==> config.mk <==
export PLATFORM = sky130hd
export DESIGN_NAME = imm_gen_pipe
export DESIGN_NICKNAME = d
export VERILOG_FILES = /design/src/rtl/imm_gen_pkg.sv /design/src/rtl/imm_fmt_decode.sv /design/src/rtl/imm_gen_pipe.sv
export SDC_FILE = /design/constraint.sdc
export NUM_CORES = 1
export LEC_CHECK = 0
export ABC_AREA = 1
export CAP_MARGIN = 40
export CORE_ASPECT_RATIO = 2
export CORE_MARGIN = 3
export CORE_UTILIZATION = 56
export DETAILED_ROUTE_END_ITERATION = 10
export PLACE_DENSITY = 0.95
export SYNTH_ARGS = -nofsm -noshare
export SYNTH_HDL_FRONTEND = slang
export SYNTH_SLANG_ARGS = --single-unit
==> constraint.sdc <==
create_clock -name CLK -period 5.28 [get_ports CLK]
set_input_delay 1.056 -clock CLK [delete_from_list [all_inputs] [get_ports CLK]]
set_output_delay 1.056 -clock CLK [all_outputs]
set_load 0.01 [all_outputs]
==> src/rtl/imm_gen_pkg.sv <==
// Shared types and opcode constants for the pipelined immediate generator.
// extend_imm turns a decoded payload into the final immediate and Illegal flag.
package imm_gen_pkg;

  typedef enum logic [2:0] {
    FMT_NONE = 3'd0,
    FMT_B    = 3'd1,
    FMT_CB   = 3'd2,
    FMT_D    = 3'd3,
    FMT_I    = 3'd4,
    FMT_IW   = 3'd5
  } fmt_e;

  localparam logic [5:0]  OP_B     = 6'b000101;
  localparam logic [5:0]  OP_BL    = 6'b100101;

  localparam logic [7:0]  OP_BCOND = 8'b01010100;
  localparam logic [7:0]  OP_CBZ   = 8'b10110100;
  localparam logic [7:0]  OP_CBNZ  = 8'b10110101;

  localparam logic [10:0] OP_STURB = 11'b00111000000;
  localparam logic [10:0] OP_LDURB = 11'b00111000010;
  localparam logic [10:0] OP_STURH = 11'b01111000000;
  localparam logic [10:0] OP_LDURH = 11'b01111000010;
  localparam logic [10:0] OP_STUR  = 11'b11111000000;
  localparam logic [10:0] OP_LDUR  = 11'b11111000010;

  localparam logic [9:0]  OP_ADDI  = 10'b1001000100;
  localparam logic [9:0]  OP_ADDIS = 10'b1011000100;
  localparam logic [9:0]  OP_SUBI  = 10'b1101000100;
  localparam logic [9:0]  OP_SUBIS = 10'b1111000100;
  localparam logic [9:0]  OP_ANDI  = 10'b1001001000;
  localparam logic [9:0]  OP_ORRI  = 10'b1011001000;
  localparam logic [9:0]  OP_EORI  = 10'b1101001000;
  localparam logic [9:0]  OP_ANDIS = 10'b1111001000;

  localparam logic [8:0]  OP_MOVZ  = 9'b110100101;
  localparam logic [8:0]  OP_MOVK  = 9'b111100101;

  // raw holds the format's immediate field right-aligned; hw is the IW shift selector
  typedef struct packed {
    fmt_e        fmt;
    logic [25:0] raw;
    logic [1:0]  hw;
  } s1_payload_t;

  // Result is {illegal, 64-bit immediate}; callers truncate to their width.
  function automatic logic [64:0] extend_imm(input s1_payload_t p,
                                             input int unsigned data_w,
                                             input logic br_shift);
    logic [63:0] v;
    logic        ill;
    v   = '0;
    ill = 1'b0;
    case (p.fmt)
      FMT_B:  v = {{38{p.raw[25]}}, p.raw};
      FMT_CB: v = {{45{p.raw[18]}}, p.raw[18:0]};
      FMT_D:  v = {{55{p.raw[8]}}, p.raw[8:0]};
      FMT_I:  v = {52'b0, p.raw[11:0]};
      FMT_IW: begin
        if (data_w == 32 && p.hw[1]) ill = 1'b1;
        else v = {48'b0, p.raw[15:0]} << {p.hw, 4'b0000};
      end
      default: v = '0;
    endcase
    if (br_shift && (p.fmt == FMT_B || p.fmt == FMT_CB)) v = v << 2;
    return {ill, v};
  endfunction

endpackage

==> src/rtl/imm_fmt_decode.sv <==
// Combinational instruction classifier: picks the immediate format and
// slices out its raw field, first match wins.
module imm_fmt_decode
  import imm_gen_pkg::*;
(
  input  logic [31:0]  inst,
  output s1_payload_t  pay
);

  always_comb begin
    pay.fmt = FMT_NONE;
    pay.raw = '0;
    pay.hw  = '0;
    if (inst[31:26] == OP_B || inst[31:26] == OP_BL) begin
      pay.fmt = FMT_B;
      pay.raw = inst[25:0];
    end else if (inst[31:24] == OP_BCOND || inst[31:24] == OP_CBZ ||
                 inst[31:24] == OP_CBNZ) begin
      pay.fmt = FMT_CB;
      pay.raw = {7'b0, inst[23:5]};
    end else if (inst[31:21] inside {OP_STURB, OP_LDURB, OP_STURH,
                                     OP_LDURH, OP_STUR, OP_LDUR}) begin
      pay.fmt = FMT_D;
      pay.raw = {17'b0, inst[20:12]};
    end else if (inst[31:22] inside {OP_ADDI, OP_ADDIS, OP_SUBI, OP_SUBIS,
                                     OP_ANDI, OP_ORRI, OP_EORI, OP_ANDIS}) begin
      pay.fmt = FMT_I;
      pay.raw = {14'b0, inst[21:10]};
    end else if (inst[31:23] == OP_MOVZ || inst[31:23] == OP_MOVK) begin
      pay.fmt = FMT_IW;
      pay.raw = {10'b0, inst[20:5]};
      pay.hw  = inst[22:21];
    end
  end

endmodule

==> src/rtl/imm_gen_pipe.sv <==
// Pipelined immediate generator with valid/ready on both sides.
// STAGES=2 registers the decoded payload before extension; STAGES=1 does both in one stage.
module imm_gen_pipe
  import imm_gen_pkg::*;
#(
  parameter int DATA_W   = 64,
  parameter int BR_SHIFT = 1,
  parameter int STAGES   = 2
) (
  input  logic              CLK,
  input  logic              Reset,
  input  logic              in_valid,
  output logic              in_ready,
  input  logic [31:0]       Inst,
  output logic              out_valid,
  input  logic              out_ready,
  output logic [DATA_W-1:0] BusImm,
  output logic [2:0]        Fmt,
  output logic              Illegal
);

  s1_payload_t dec_pay;
  s1_payload_t src_pay;
  logic        src_valid;
  logic        out_en;
  logic [64:0] ext;

  imm_fmt_decode u_dec (
    .inst (Inst),
    .pay  (dec_pay)
  );

  assign out_en = !out_valid || out_ready;

  generate
    if (STAGES == 1) begin : g_one
      assign src_valid = in_valid;
      assign src_pay   = dec_pay;
      assign in_ready  = out_en;
    end else begin : g_two
      logic        s1_valid;
      s1_payload_t s1_pay;
      logic        s1_ready;

      assign s1_ready  = !s1_valid || out_en;
      assign in_ready  = s1_ready;
      assign src_valid = s1_valid;
      assign src_pay   = s1_pay;

      always_ff @(posedge CLK or posedge Reset) begin
        if (Reset) begin
          s1_valid <= 1'b0;
          s1_pay   <= '0;
        end else if (s1_ready) begin
          s1_valid <= in_valid;
          if (in_valid) s1_pay <= dec_pay;
        end
      end
    end
  endgenerate

  assign ext = extend_imm(src_pay, DATA_W, BR_SHIFT != 0);

  // Output register only advances when empty or being drained, so data holds under stall.
  always_ff @(posedge CLK or posedge Reset) begin
    if (Reset) begin
      out_valid <= 1'b0;
      BusImm    <= '0;
      Fmt       <= '0;
      Illegal   <= 1'b0;
    end else if (out_en) begin
      out_valid <= src_valid;
      if (src_valid) begin
        BusImm  <= ext[DATA_W-1:0];
        Fmt     <= src_pay.fmt;
        Illegal <= ext[64];
      end
    end
  end

endmodule

### Word-level counts from Yosys, hierarchy flattened

Index checks and enable logic that the tools add are counted.

| storage, ports and cells | value |
|---|---|
| word-level logic and storage cells | 58 |
| input port bits | 36 |
| output and inout port bits | 70 |
| flip-flop bits (word level) | 100 |

| operators by class | value |
|---|---|
| equality and inequality tests | 26 |
| shift operators | 1 |
| reductions and logical operators | 13 |
| mux-type cells | 11 |

Operator list:

| cell | count |
|---|---|
| 64-bit one-hot mux with 5 select lines | 1 |
| 29-bit two-way mux | 4 |
| 10-bit equality test (second input constant) | 8 |
| 64-bit two-way mux | 1 |
| 16-bit by 6-bit left shift with 64-bit output | 1 |
| 31-bit two-way mux | 1 |
| 11-bit by 10-bit equality test with 1-bit output (second input constant) | 2 |
| 11-bit equality test (second input constant) | 2 |
| 11-bit by 9-bit equality test with 1-bit output (second input constant) | 2 |
| 9-bit equality test (second input constant) | 2 |
| 8-bit equality test (second input constant) | 2 |
| 8-bit by 7-bit equality test with 1-bit output (second input constant) | 1 |
| 2-bit two-way mux | 4 |
| 8-bit nonzero test | 1 |
| 1-bit logical OR | 7 |
| 3-bit by 2-bit equality test with 1-bit output (second input constant) | 2 |
| 3-bit equality test (second input constant) | 2 |
| 6-bit by 3-bit equality test with 1-bit output (second input constant) | 1 |
| 6-bit equality test (second input constant) | 1 |
| 6-bit nonzero test | 1 |
| 2-bit AND reduction | 2 |
| 3-bit by 1-bit equality test with 1-bit output (second input constant) | 1 |
| 1-bit logical NOT | 2 |

### Depth between registers and ports, before layout

| depth | value |
|---|---|
| word-level depth | 7 |
| depth in mapped cells | 11 |
| gate-level depth less buffers | 10 |

### By module

From an unflattened synthesis, not the netlist that was laid out.

| unflattened totals | value |
|---|---|
| cell total of the unflattened synthesis | 786 |
| area, all modules | 5745.5 sq um |

Modules (own cells, without submodules):

| module | times used | area each (sq um) | sequential area each (sq um) | cells an instance |
|---|---|---|---|---|
| imm_gen_pipe | 1 | 4879.7 | 2502.4 | 622 |
| imm_fmt_decode | 1 | 865.8 | 0.0 | 164 |

### Least setup slack after synthesis

No wires, ideal clock.

| timing path | value |
|---|---|
| kind | in2out |
| from | in out_ready |
| to | out in_ready |
| arrival time | 1.240 ns |
| stages on the path | 2 |
| required time | 4.224 ns |
| buffers on the path | 0 |
| setup slack | 2.984 ns |
| cell sequence | inv_1 > nand3_1 |

| between the ends | value |
|---|---|
| cells in the longest elaborated chain, start to end | 2 |

Ends and longest elaborated chain:

| item | line | text |
|---|---|---|
| from (decl) | imm_gen_pipe.sv:16 | `input logic out_ready,` |
| 1-bit logical OR | imm_gen_pipe.sv:33 | `assign out_en = !out_valid \|\| out_ready;` |
| 1-bit logical OR | imm_gen_pipe.sv:45 | `assign s1_ready = !s1_valid \|\| out_en;` |
| to (decl) | imm_gen_pipe.sv:13 | `output logic in_ready,` |

No other way between the ends.

### Worst setup path in the final report

Ends and elaborated chain as after synthesis.

==> results.sh <==
export IMPL_status="finished, final reports clean"
export IMPL_hold_path_class="flip-flop to flip-flop"
export IMPL_yosys_register_bits=100
export IMPL_timing_critical_path_cells="clkdlybuf4s50_1 > inv_1 > nand3_1 > clkdlybuf4s50_1"
export IMPL_fillers=708
export IMPL_fp_coreArea_um2=9070
export IMPL_setup_worst_path_class="primary input to output port"
export IMPL_port_buffers=104
export IMPL_synth_async_reset_ratio_pct=100
export IMPL_clock_fmax_ghz=0.303
export IMPL_leakage_nw=3.08
export IMPL_fin_area_um2=6640
export IMPL_cts_hold_buf=0
export IMPL_met3_usage_pct=4.97
export IMPL_routed_via_density=6.12
export IMPL_cp_end_kind="output port"
export IMPL_first_iter_violations=631
export IMPL_met1_usage_pct=35.1
export IMPL_place_ws_ps=1970
export IMPL_grt_pass1_wl_um=27900
export IMPL_wl_um=17800
export IMPL_use_met2_pct=64.2
export IMPL_top_usage_layer="met2"
export IMPL_synthFlopType="dfrtp_1"
export IMPL_clk_latency_ps=360
export IMPL_grt_usage_pct=35.0
export IMPL_cts_resized_gates=0
export IMPL_cap_violations=0
export IMPL_syn_inst=689
export IMPL_yosysUniqueCellTypes=31
export IMPL_num_io_pins=106
export IMPL_worstPathRequired_ps=4220
export IMPL_antenna_found_initial=0
export IMPL_via_count=5356
export IMPL_tritoncts="built"
export IMPL_max_slew_margin_pct=39.6
export IMPL_wire_per_inst_um=20.3
export IMPL_die_w_um=74.7
export IMPL_final_setup_tns_ps=0
export IMPL_cpPeakStageDelay_ps=570
export IMPL_dr_pass1_iters=5
export IMPL_finalMaxSlewViolations=0
export IMPL_critical_path_arrival_ps=2250
export IMPL_dieArea_um2=10700
export IMPL_insertedDiodeCount=0
export IMPL_final_layout_size_suffix_gt1_share_pct=6.73
export IMPL_routabilityCongestion=0.990
export IMPL_fin_skew_ps=8.16
export IMPL_rsz0062_at_grt="no"
export IMPL_worst_path_max_fanout=3
export IMPL_clock_sinks=100
export IMPL_grt_max_degree=65
export IMPL_start_util_pct=58.3
export IMPL_tightest_slew_ps=903
export IMPL_fin_ws_ps=1980
export IMPL_htreeDepth=3
export IMPL_seq_area_frac_synth_pct=47.3
export IMPL_clk_pin_slew_ps=70
export IMPL_syn_area_per_cell_um2=7.67
export IMPL_overflow=0
export IMPL_rows=49
export IMPL_post_dp_cell_area_um2=6330
export IMPL_yosysWarnings=0
export IMPL_cp_slowest_cell="clkdlybuf4s50_1"
export IMPL_grt_pass1_vias=5457
export IMPL_root_buffer="clkbuf_16"
export IMPL_antenna_left=0
export IMPL_fp_dieH_um=143
export IMPL_hold_viol=0
export IMPL_powerDensity_nw_per_um2=326
export IMPL_area_growth_pct=25.5
export IMPL_drc=0
export IMPL_setup_viol=0
export IMPL_period_share_pct=62.6
export IMPL_syn_area_um2=5290
export IMPL_cts_setup_buffers=0
export IMPL_cts_buffers=9
export IMPL_dp_hpwl_um=13600
export IMPL_final_net_count=804
export IMPL_synth_fp_nets=725
export IMPL_irDropWorstVdd_mv=0.188
export IMPL_critPathMostFrequentCell="clkdlybuf4s50_1"
export IMPL_clockBufferDepth=2
export IMPL_crit_path_start_kind="primary input"
export IMPL_min_period_ps=3300
export IMPL_synth_edf_count=0
## power breakdown
group          switching, W  internal, W
sequential        0.0000826     0.000870
clock              0.000296     0.000369
combinational      0.000278     0.000269
## path summary, 6_finish.rpt
path	slack [ps]	end	cells after the start	from
max	1980	in_ready	4	out_ready
min	490	g_two.s1_pay[23]	2	g_two.s1_pay[23]
max reg2reg	2950	BusImm[29]	9	g_two.s1_pay[29]
min reg2reg	490	g_two.s1_pay[23]	2	g_two.s1_pay[23]
max in group asynchronous	2950	BusImm[8]	3	Reset
min in group asynchronous	1150	BusImm[51]	2	Reset
## critical path, delay by kind of cell
family                 cells  cell delay, ps
buffers and inverters      3            1080
AND/OR/NAND/NOR            1             110
## state kept, by name, indices dropped and copies added (netlist names)
signal,flops
g_two.s1_pay,31
Fmt,3
g_two.s1_valid,1
BusImm,64
out_valid,1
## cells in the final DEF, fill, tap and decap left out, drive strengths merged, types with 3 or more instances in the layout
master         count
nand2            172
clkdlybuf4s50    104
dfrtp            100
nand3             99
nor2              83
inv               52
o21ai             37
a31oi             30
nand4             25
o22ai             13
a21oi             11
clkbuf             9
o211ai             8
buf                7
clkinv             7
o221ai             5
nor3               3
## final cells by class
class	count	area [um2]	share of cell area [%]
clock buffers	9	225	3.39
clock inverters	7	77.6	1.17
inverters	54	204	3.07
multi-input cells	492	2370	35.8
flip-flops and latches	100	2500	37.7
well taps	102	128	1.92
repair buffers	111	1130	17.0
## synthesized netlist by cell type, types with 2 or more instances
cell type    n  area (um2)
nand3_1     98         490
o22ai_1     13        81.3
nand2_1    168         631
dfrtp_1    100        2500
buf_2       22         110
nor2_4       6        67.6
buf_4        5        37.5
nor2_1      75         282
a21oi_1     10        50.1
nand2_2      4        25.0
inv_1       42         158
a31oi_1     30         188
o21ai_0     37         185
inv_2       11        41.3
o221ai_1     5        43.8
nand4_1     25         156
nor2_2       2        12.5
o211ai_1     8        60.1
clkbuf_1    16        60.1
## per-stage QoR
stage                     util (%)  std cells  hold slack [ps]  power [W]
final                         73.1        875              490    0.00217
after global routing          73.1        875              508    0.00226
after CTS                     73.1        875              488    0.00217
after detailed placement      69.8        859              470    0.00151
after global placement        69.3        857              463    0.00148
after floorplan                  -        689              449    0.00120
## logic make-up (layout without fill, tap and decap cells)
family,Yosys count,in the layout,synth area share (%)
AOI/OAI and AO/OA,106,106,12.0
buffers and inverters,97,181,7.76
DFF,100,100,47.3
and+or+nand+nor,385,385,32.9
other,1,1,0.0709
## layer usage
metal,wire (um),vias to the layer above
li1,-,2473
met1,5800,2544
met2,9930,265
met3,799,74
met4,1240,0
met5,0,-
No activity file was read; power rests on OpenSTA's default activity.
